$ cat config.mk
export PLATFORM = sky130hd
export DESIGN_NAME = vend_change_engine
export DESIGN_NICKNAME = d
export VERILOG_FILES = /design/src/rtl/vend_pkg.sv /design/src/rtl/vend_change_dispenser.sv /design/src/rtl/vend_change_engine.sv
export SDC_FILE = /design/constraint.sdc
export NUM_CORES = 1
export LEC_CHECK = 0
export ABC_AREA = 1
export CORE_ASPECT_RATIO = 0.7
export CORE_MARGIN = 3
export CORE_UTILIZATION = 50
export CTS_CLUSTER_SIZE = 10
export DETAILED_ROUTE_END_ITERATION = 12
export PLACE_DENSITY_LB_ADDON = 0.3
export SYNTH_ARGS = -nofsm -noshare
export SYNTH_HDL_FRONTEND = slang
export SYNTH_SLANG_ARGS = --single-unit
export TNS_END_PERCENT = 30
$ cat constraint.sdc
create_clock -name clk -period 5.8 [get_ports clk]
set_input_delay 1.74 -clock clk [delete_from_list [all_inputs] [get_ports clk]]
set_output_delay 1.74 -clock clk [all_outputs]
set_load 0.005 [all_outputs]
$ cat src/rtl/vend_pkg.sv
// Shared definitions for the vending credit/change engine.
// Coin units, FSM state type and the greedy change-coin selector.
package vend_pkg;

    localparam int unsigned QUARTER_UNITS = 1;
    localparam int unsigned DOLLAR_UNITS  = 4;

    typedef enum logic {
        IDLE   = 1'b0,
        CHANGE = 1'b1
    } vend_state_e;

    // Largest coin that does not overshoot the remaining change.
    function automatic logic greedy_dollar(input int unsigned remaining);
        return remaining >= DOLLAR_UNITS;
    endfunction

    // Value in quarter units of one dispensed change coin.
    function automatic int unsigned coin_units(input logic is_dollar);
        return is_dollar ? DOLLAR_UNITS : QUARTER_UNITS;
    endfunction

endpackage

$ cat src/rtl/vend_change_dispenser.sv
// Change dispenser: holds the remaining change and runs the
// valid/ready coin handshake, one greedy coin per accepted beat.
module vend_change_dispenser
    import vend_pkg::*;
#(
    parameter int CREDIT_W = 6
) (
    input  logic                clk,
    input  logic                reset,
    input  logic                load_i,
    input  logic [CREDIT_W-1:0] load_val_i,
    input  logic                coin_ready_i,
    output logic                coin_valid_o,
    output logic                coin_dollar_o,
    output logic [CREDIT_W-1:0] remain_o,
    output logic                done_o
);

    logic [CREDIT_W-1:0] remain_q;
    logic [CREDIT_W-1:0] remain_d;
    logic [CREDIT_W-1:0] step;
    logic                valid_q;
    logic                dollar_q;

    // Remaining change after the current coin leaves; done on the last one.
    always_comb begin
        step     = CREDIT_W'(coin_units(dollar_q));
        remain_d = remain_q - step;
        done_o   = valid_q && coin_ready_i && (remain_d == '0);
    end

    // Coin type only moves on an accepted beat, so it is stable under stall.
    always_ff @(posedge clk) begin
        if (reset) begin
            remain_q <= '0;
            valid_q  <= 1'b0;
            dollar_q <= 1'b0;
        end else if (load_i) begin
            remain_q <= load_val_i;
            valid_q  <= 1'b1;
            dollar_q <= greedy_dollar(32'(load_val_i));
        end else if (valid_q && coin_ready_i) begin
            remain_q <= remain_d;
            valid_q  <= (remain_d != '0);
            dollar_q <= greedy_dollar(32'(remain_d));
        end
    end

    assign coin_valid_o  = valid_q;
    assign coin_dollar_o = dollar_q;
    assign remain_o      = remain_q;

endmodule

$ cat src/rtl/vend_change_engine.sv
// Credit, vend and change engine: coin intake, price check, vend pulse.
// Optional refund path enabled by defining VEND_REFUND_EN.
module vend_change_engine
    import vend_pkg::*;
#(
    parameter  int NUM_SEL    = 4,
    parameter  int CREDIT_W   = 6,
    parameter  int MAX_CREDIT = 20,
    localparam int SEL_W      = (NUM_SEL > 1) ? $clog2(NUM_SEL) : 1
) (
    input  logic                        clk,
    input  logic                        reset,
    input  logic                        quarter_in,
    input  logic                        dollar_in,
    input  logic                        sel_valid,
    input  logic [SEL_W-1:0]            sel_idx,
    input  logic [NUM_SEL*CREDIT_W-1:0] price,
    input  logic                        refund,
    input  logic                        coin_out_ready,
    output logic [CREDIT_W-1:0]         credit,
    output logic                        busy,
    output logic                        vend_valid,
    output logic [SEL_W-1:0]            vend_idx,
    output logic                        deny,
    output logic                        coin_reject,
    output logic                        coin_out_valid,
    output logic                        coin_out_dollar
);

    localparam int SUM_W = CREDIT_W + 1;

    vend_state_e         state_q;
    logic [CREDIT_W-1:0] credit_q;
    logic                vend_valid_q;
    logic [SEL_W-1:0]    vend_idx_q;
    logic                deny_q;
    logic                coin_reject_q;

    logic [SUM_W-1:0]    coin_val;
    logic [SUM_W-1:0]    sum;
    logic                coin_any;
    logic                fits;
    logic [CREDIT_W-1:0] credit_acc;
    logic [CREDIT_W-1:0] sel_price;
    logic                sel_oor;
    logic                afford;
    logic [CREDIT_W-1:0] change_val;
    logic                refund_go;
    logic                load;
    logic [CREDIT_W-1:0] load_val;

    logic                disp_done;
    logic [CREDIT_W-1:0] disp_remain;

    // Index range check only exists when the index can exceed NUM_SEL-1.
    if ((1 << SEL_W) > NUM_SEL) begin : g_oor
        assign sel_oor = 32'(sel_idx) >= 32'(NUM_SEL);
    end else begin : g_no_oor
        assign sel_oor = 1'b0;
    end

`ifdef VEND_REFUND_EN
    assign refund_go = refund && (credit_q != '0);
`else
    logic unused_refund;
    assign unused_refund = refund;
    assign refund_go     = 1'b0;
`endif

    // Price lookup by compare so an out-of-range index never slices past.
    always_comb begin
        sel_price = '0;
        for (int k = 0; k < NUM_SEL; k++) begin
            if (sel_idx == SEL_W'(k)) begin
                sel_price = price[k*CREDIT_W +: CREDIT_W];
            end
        end
    end

    // Coin acceptance and vend/refund decision against registered credit.
    always_comb begin
        coin_any   = quarter_in || dollar_in;
        coin_val   = (quarter_in ? SUM_W'(QUARTER_UNITS) : '0)
                   + (dollar_in  ? SUM_W'(DOLLAR_UNITS)  : '0);
        sum        = {1'b0, credit_q} + coin_val;
        fits       = sum <= SUM_W'(MAX_CREDIT);
        credit_acc = fits ? sum[CREDIT_W-1:0] : credit_q;
        afford     = !sel_oor && (sel_price <= credit_q);
        change_val = credit_acc - sel_price;
        load       = 1'b0;
        load_val   = '0;
        if (state_q == IDLE) begin
            if (sel_valid) begin
                load     = afford && (change_val != '0);
                load_val = change_val;
            end else begin
                load     = refund_go;
                load_val = credit_acc;
            end
        end
    end

    // Main FSM with registered pulse outputs.
    always_ff @(posedge clk) begin
        if (reset) begin
            state_q       <= IDLE;
            credit_q      <= '0;
            vend_valid_q  <= 1'b0;
            vend_idx_q    <= '0;
            deny_q        <= 1'b0;
            coin_reject_q <= 1'b0;
        end else begin
            vend_valid_q  <= 1'b0;
            deny_q        <= 1'b0;
            coin_reject_q <= 1'b0;
            unique case (state_q)
                IDLE: begin
                    coin_reject_q <= coin_any && !fits;
                    if (sel_valid && !afford) begin
                        deny_q   <= 1'b1;
                        credit_q <= credit_acc;
                    end else if (sel_valid) begin
                        vend_valid_q <= 1'b1;
                        vend_idx_q   <= sel_idx;
                        credit_q     <= '0;
                        if (load) state_q <= CHANGE;
                    end else if (load) begin
                        credit_q <= '0;
                        state_q  <= CHANGE;
                    end else begin
                        credit_q <= credit_acc;
                    end
                end
                CHANGE: begin
                    coin_reject_q <= coin_any;
                    deny_q        <= sel_valid;
                    if (disp_done) state_q <= IDLE;
                end
            endcase
        end
    end

    vend_change_dispenser #(
        .CREDIT_W (CREDIT_W)
    ) u_disp (
        .clk           (clk),
        .reset         (reset),
        .load_i        (load),
        .load_val_i    (load_val),
        .coin_ready_i  (coin_out_ready),
        .coin_valid_o  (coin_out_valid),
        .coin_dollar_o (coin_out_dollar),
        .remain_o      (disp_remain),
        .done_o        (disp_done)
    );

    assign busy        = (state_q == CHANGE);
    assign credit      = busy ? disp_remain : credit_q;
    assign vend_valid  = vend_valid_q;
    assign vend_idx    = vend_idx_q;
    assign deny        = deny_q;
    assign coin_reject = coin_reject_q;

endmodule
After elaboration in Yosys (flattened, before gate mapping)
Index checks and enable logic that the tools add are counted.
{"block": "classes", "n_reduce_logical": 15, "order_cmp": 4, "addsub": 4, "n_bitwise": 2, "n_eq_ne": 3, "mux": 30}
{"operator": "6-bit 2-to-1 mux", "n": 13}
{"operator": "6-bit by 3-bit greater-or-equal comparator with 1-bit output, second input constant", "n": 2}
{"operator": "1-bit 2-to-1 mux", "n": 12}
{"operator": "6-bit nonzero test", "n": 2}
{"operator": "6-bit subtractor", "n": 2}
{"operator": "6-bit by 4-bit adder with 7-bit output", "n": 1}
{"operator": "7-bit by 5-bit less-or-equal comparator with 1-bit output, second input constant", "n": 1}
{"operator": "6-bit less-or-equal comparator", "n": 1}
{"operator": "6-bit zero test", "n": 1}
{"operator": "3-bit 2-to-1 mux", "n": 2}
{"operator": "1-bit one-hot mux with 2 select lines", "n": 3}
{"operator": "1-bit logical AND", "n": 5}
{"operator": "1-bit by 3-bit adder with 4-bit output", "n": 1}
{"operator": "2-bit equality test, second input constant", "n": 2}
{"operator": "3-bit AND reduction", "n": 1}
{"operator": "3-bit OR reduction", "n": 1}
{"operator": "2-bit by 1-bit equality test with 1-bit output, second input constant", "n": 1}
{"operator": "1-bit zero test", "n": 2}
{"operator": "2-bit zero test", "n": 1}
{"operator": "1-bit NOT", "n": 2}
{"operator": "2-bit nonzero test", "n": 1}
{"operator": "1-bit logical OR", "n": 1}
{"block": "totals", "regBits": 20, "elab_cells": 67}

Logic depth before layout (Yosys ltp)
{"block": "depth", "ltp_word": 13, "mapped_depth": 28, "ltp_nobuf": 28}

Hierarchy
Synthesis repeated with hierarchy kept, for this count alone.
{"block": "hier_totals", "cells_unflattened": 327, "hier_area_um2": 2047.0}
{"module": "vend_change_engine", "n_inst": 1, "cells_each": 246, "seq_area_each_um2": 240.2, "area_each_um2": 1496.4}
{"module": "vend_change_dispenser", "n_inst": 1, "cells_each": 81, "seq_area_each_um2": 160.2, "area_each_um2": 550.5}

Worst setup path before layout
Ideal clock, no wire load.
{"block": "synth_path", "path_kind": "input-to-reg", "start": "in quarter_in", "end": "reg u_disp.remain_q[1] (netlist: u_disp.remain_o[1])", "required_time_ps": 5681, "cell_stages": 20, "arrival_time_ps": 4452, "path_slack_ps": 1229, "setup_time_ps": 119, "cell_sequence": "ha_1 > ha_1 > nand3_1 > nand3_1 > o21ai_4 > nand2_4 > nand2_1 > o21ai_0 > ha_1 > fa_1 > o21ai_0 > xnor2_1 > nand2_1 > nor2_1 > nand3_2 > nand2_2 > buf_6 > inv_4 > a211oi_1 > nor2_1"}
{"block": "synth_between", "elab_chain_len": 11, "word_cells_on_any_way": 14, "classes_between": "add/sub: 3; order compare: 1; mux: 7; reduce/logical: 3"}
{"element": "start: declaration", "line": "vend_change_engine.sv:13", "text": "input logic quarter_in,"}
{"element": "1-bit 2-to-1 mux *", "line": "vend_change_engine.sv:83", "text": "coin_val = (quarter_in ? SUM_W'(QUARTER_UNITS) : '0)"}
{"element": "1-bit by 3-bit adder with 4-bit output *", "line": "vend_change_engine.sv:84", "text": "+ (dollar_in ? SUM_W'(DOLLAR_UNITS) : '0);"}
{"element": "6-bit by 4-bit adder with 7-bit output *", "line": "vend_change_engine.sv:85", "text": "sum = {1'b0, credit_q} + coin_val;"}
{"element": "7-bit by 5-bit less-or-equal comparator with 1-bit output", "line": "vend_change_engine.sv:86", "text": "fits = sum <= SUM_W'(MAX_CREDIT);"}
{"element": "6-bit 2-to-1 mux *", "line": "vend_change_engine.sv:87", "text": "credit_acc = fits ? sum[CREDIT_W-1:0] : credit_q;"}
{"element": "6-bit subtractor", "line": "vend_change_engine.sv:89", "text": "change_val = credit_acc - sel_price;"}
{"element": "6-bit nonzero test", "line": "vend_change_engine.sv:94", "text": "load = afford && (change_val != '0);"}
{"element": "1-bit logical AND", "line": "vend_change_engine.sv:94"}
{"element": "1-bit 2-to-1 mux", "line": "vend_change_engine.sv:93", "text": "if (sel_valid) begin"}
{"element": "1-bit 2-to-1 mux", "line": "vend_change_engine.sv:92", "text": "if (state_q == IDLE) begin"}
{"element": "6-bit 2-to-1 mux or 2-bit nonzero test (tied branches)"}
{"element": "end signal: assignment", "line": "vend_change_dispenser.sv:39", "text": "remain_q <= load_val_i;"}
{"element": "end signal: assignment", "line": "vend_change_dispenser.sv:43", "text": "remain_q <= remain_d;"}
{"element": "end: declaration", "line": "vend_change_dispenser.sv:19", "text": "logic [CREDIT_W-1:0] remain_q;"}
Mark *: on every way between the ends. The rest lies on a longest branch, timed or not.
A chain may end at the register's enable or synchronous reset.

Final worst setup path
{"block": "layout_path", "start": "in quarter_in", "end": "reg u_disp.remain_q[4] (netlist: u_disp.remain_o[4])"}
The elaborated chain is that of the path after synthesis.

==> flow_metrics.env <==
export IMPL_reg2reg_depth=20
export IMPL_arrival_ps=5410
export IMPL_ys_flop_type="dfxtp_1"
export IMPL_cp_end_kind="register"
export IMPL_dr_pass1_iters=6
export IMPL_setup_violations_final=0
export IMPL_reg2reg_to="u_disp.remain_o[4]"
export IMPL_ctsHoldBuffers=0
export IMPL_cp_required_ps=5990
export IMPL_critical_path_class="primary input to register"
export IMPL_maxSlewViolCount=0
export IMPL_power_leakage_uw=0.00117
export IMPL_overflow=0
export IMPL_wirelength_mm=5.41
export IMPL_place_port_buffers=45
export IMPL_synth_area_um2=1950
export IMPL_hold_start="credit_q[4]"
export IMPL_synth_seq_cells=20
export IMPL_die_x_um=80.7
export IMPL_cts_resized=0
export IMPL_fin_ws_ps=580
export IMPL_multi_input_area_um2=1320
export IMPL_pre_cts_ws_ps=399
export IMPL_postCtsSetupBuffers=0
export IMPL_rows=18
export IMPL_synthArstFlopShare_pct=0
export IMPL_cts_buffers=3
export IMPL_period_share_pct=90.0
export IMPL_slew_headroom_pct=45.0
export IMPL_seq_power_share_pct=28.7
export IMPL_worstReg2RegStart="credit_q[0]"
export IMPL_hold_path_endpoint="credit_q[4]"
export IMPL_hold_depth=2
export IMPL_synth_warnings=0
export IMPL_avgRoutedWirePerCell_um=13.2
export IMPL_grt_pass1_vias=1952
export IMPL_finalCriticalPeriod_ps=5220
export IMPL_track_usage_pct=23.6
export IMPL_ir_drop_mv=0.188
export IMPL_regArea_um2=400
export IMPL_dr_total_vias=2175
export IMPL_gp_congestion=0.952
export IMPL_hold_path_class="register to register"
export IMPL_grt_antenna_before_repair=0
export IMPL_drc=0
export IMPL_switching_share_pct=42.1
export IMPL_drtAntennaViolNets=0
export IMPL_cp_common_cell="nand2_1"
export IMPL_grt_pass1_wl_mm=8.74
export IMPL_num_antenna_cells=0
export IMPL_rsz0062_at_grt="false"
export IMPL_drive_gt1_share_pct=6.37
export IMPL_fillers=334
export IMPL_power_density_nw_per_um2=258
export IMPL_synth_cell_type_count=35
export IMPL_syn_inst=319
export IMPL_yosys_top_cells_area="dfxtp_1 (21%), nand2_1 (18%), ha_1 (11%), inv_1 (8.5%), nand3_1 (6.9%)"
export IMPL_regToRegSetupSlack_ps=2150
export IMPL_clock_power_share_pct=16.6
export IMPL_slowest_stage="clkdlybuf4s50_1"
export IMPL_area_growth_pct=27.4
export IMPL_final_hold_viol_count=0
export IMPL_synth_commonest_cells="nand2_1 (91), inv_1 (44), nand3_1 (27), o21ai_0 (23), nor2_1 (21)"
export IMPL_synth_seq_area_share_pct=20.5
export IMPL_synth_nets=370
export IMPL_cts_tree="done"
export IMPL_clk_latency_ps=260
export IMPL_io_pins=47
export IMPL_status="finished clean"
export IMPL_hpwl_mm=4.32
export IMPL_synth_top_cell_area_share_pct=20.5
export IMPL_die_y_um=58.3
export IMPL_die_area_um2=4700
export IMPL_totalNegativeSetupSlack_ps=0
export IMPL_synth_area_per_cell_um2=6.12
export IMPL_initial_core_util_pct=53.8
export IMPL_avgViaCountPerCell=5.29
export IMPL_clockBufferDepth=2
export IMPL_yosysMostFrequentCell="nand2_1"
export IMPL_path_clk_slew_ps=70
export IMPL_nets=413
export IMPL_h_tree_depth=1
export IMPL_fmax_mhz=192
export IMPL_grt_max_degree=27
export IMPL_skew_ps=3.70
export IMPL_critPathMaxFanout=11
export IMPL_first_iter_violations=197
export IMPL_synth_edf_count=0
export IMPL_cp_top_family="simple AND/OR/NAND/NOR gates"
export IMPL_p_int_uw=371
export IMPL_drv_cap=0
export IMPL_p_sw_uw=270
export IMPL_synth_area_leader_cell="dfxtp_1"
export IMPL_cts_sinks=20
export IMPL_coreArea_um2=3630
export IMPL_clock_root_buffer="clkbuf_8"
export IMPL_worst_setup_path_start_kind="primary input"
export IMPL_comb_power_share_pct=54.7
export IMPL_cp_slowest_stage_delay_ps=430
export IMPL_critPathBufInv=2
export IMPL_worst_pin_slew_ps=824
export IMPL_cp_cell_sequence="clkdlybuf4s50_1 > ha_1 > ha_1 > nand3_1 > nand3_1 > o21ai_4 > nand2_4 > nand2_1 > o21ai_0 > ha_1 > fa_1 > o21ai_0 > xnor2_1 > nand2_1 > nor2_1 > nand3_2 > nand2_2 > nand2_1 > inv_1 > nand2_1 > a21oi_1"
-- power groups by stage --
stage | Clock [µW] | Sequential, µW | Combinational, µW
floorplan | 0 | 175 | 245
global placement | 0 | 186 | 331
detailed placement | 0 | 186 | 338
CTS | 107 | 184 | 345
global route | 114 | 186 | 397
finish | 106 | 184 | 350
-- cells in the final DEF (no fill, tap or decap), types with 2 or more instances in the layout --
cell type,Yosys,layout
nand2_1,91,91
clkdlybuf4s50_1,0,45
inv_1,44,44
nand3_1,27,27
o21ai_0,23,23
nor2_1,21,21
a21oi_1,20,20
dfxtp_1,20,20
ha_1,17,17
nand2_2,6,6
o21ai_1,6,6
clkbuf_8,0,4
nand4_1,3,3
xnor2_1,3,3
xor2_1,3,3
a21o_1,2,2
inv_2,2,2
o21a_1,2,2
a21oi_2,2,2
o211ai_1,2,2
a211oi_1,2,2
nor3_1,2,2
buf_4,2,2
-- how the worst max path moves through the flow --
stage                          start            endpoint  slack, ps  cells past startpoint
after CTS                 quarter_in  u_disp.remain_o[4]        650                     21
after global routing      quarter_in  u_disp.remain_o[4]        230                     21
after detailed placement  quarter_in  u_disp.remain_o[5]        400                     21
after floorplan           quarter_in  u_disp.remain_o[1]       1230                     20
final                     quarter_in  u_disp.remain_o[4]        580                     21
after global placement    quarter_in  u_disp.remain_o[4]        440                     21
-- metal layers --
metal  vias to the layer above  wire, µm  GRT usage, %
met3                         4       453          6.68
met4                         0        23          2.89
li1                       1118         -             -
met5                         -         0             0
met2                        86      2290          36.0
met1                       967      2640          34.1
-- registers in the layout, indices dropped and copies added, names as in the netlist --
| name | flops |
|---|---|
| vend_valid | 1 |
| credit_q | 6 |
| u_disp.coin_dollar_o | 1 |
| coin_reject | 1 |
| deny | 1 |
| u_disp.remain_o | 6 |
| vend_idx | 2 |
| u_disp.coin_valid_o | 1 |
| busy | 1 |
-- kinds of logic (layout without fill, tap and decap cells) --
kind of cell,count (synthesis),in the layout,share of synthesized area [%]
flip-flops,20,20,20.5
adder cells (fa/ha/maj),18,18,11.9
AND/OR/NAND/NOR,156,156,34.6
buffers and inverters,57,99,11.9
XOR/XNOR,6,6,2.69
AO/OA/AOI/OAI,62,62,18.5
-- through the flow --
stage	hold slack, ps	util (%)	std cells	cell area, µm²	power, µW
final	496	68.6	411	2490	641
after global routing	515	68.6	411	2490	697
after CTS	498	68.6	411	2490	635
after detailed placement	487	67.0	407	2430	525
after floorplan	458	-	319	1950	420
after global placement	475	67.0	407	2430	517
-- layout make-up --
type | instances | area share [%]
Clock buffer | 4 | 2.21
Inverter | 48 | 7.35
Multi-Input combinational cell | 242 | 53.1
Sequential cell | 20 | 16.1
Tap cell | 50 | 2.52
Timing Repair Buffer | 47 | 18.7
-- tightest hold or removal path: stages (launching register included) --
cell and delay, ps:
dfxtp_1 330, nand2_1 60, a21oi_1 60
Note: power is estimated with default switching activity, not from simulation.
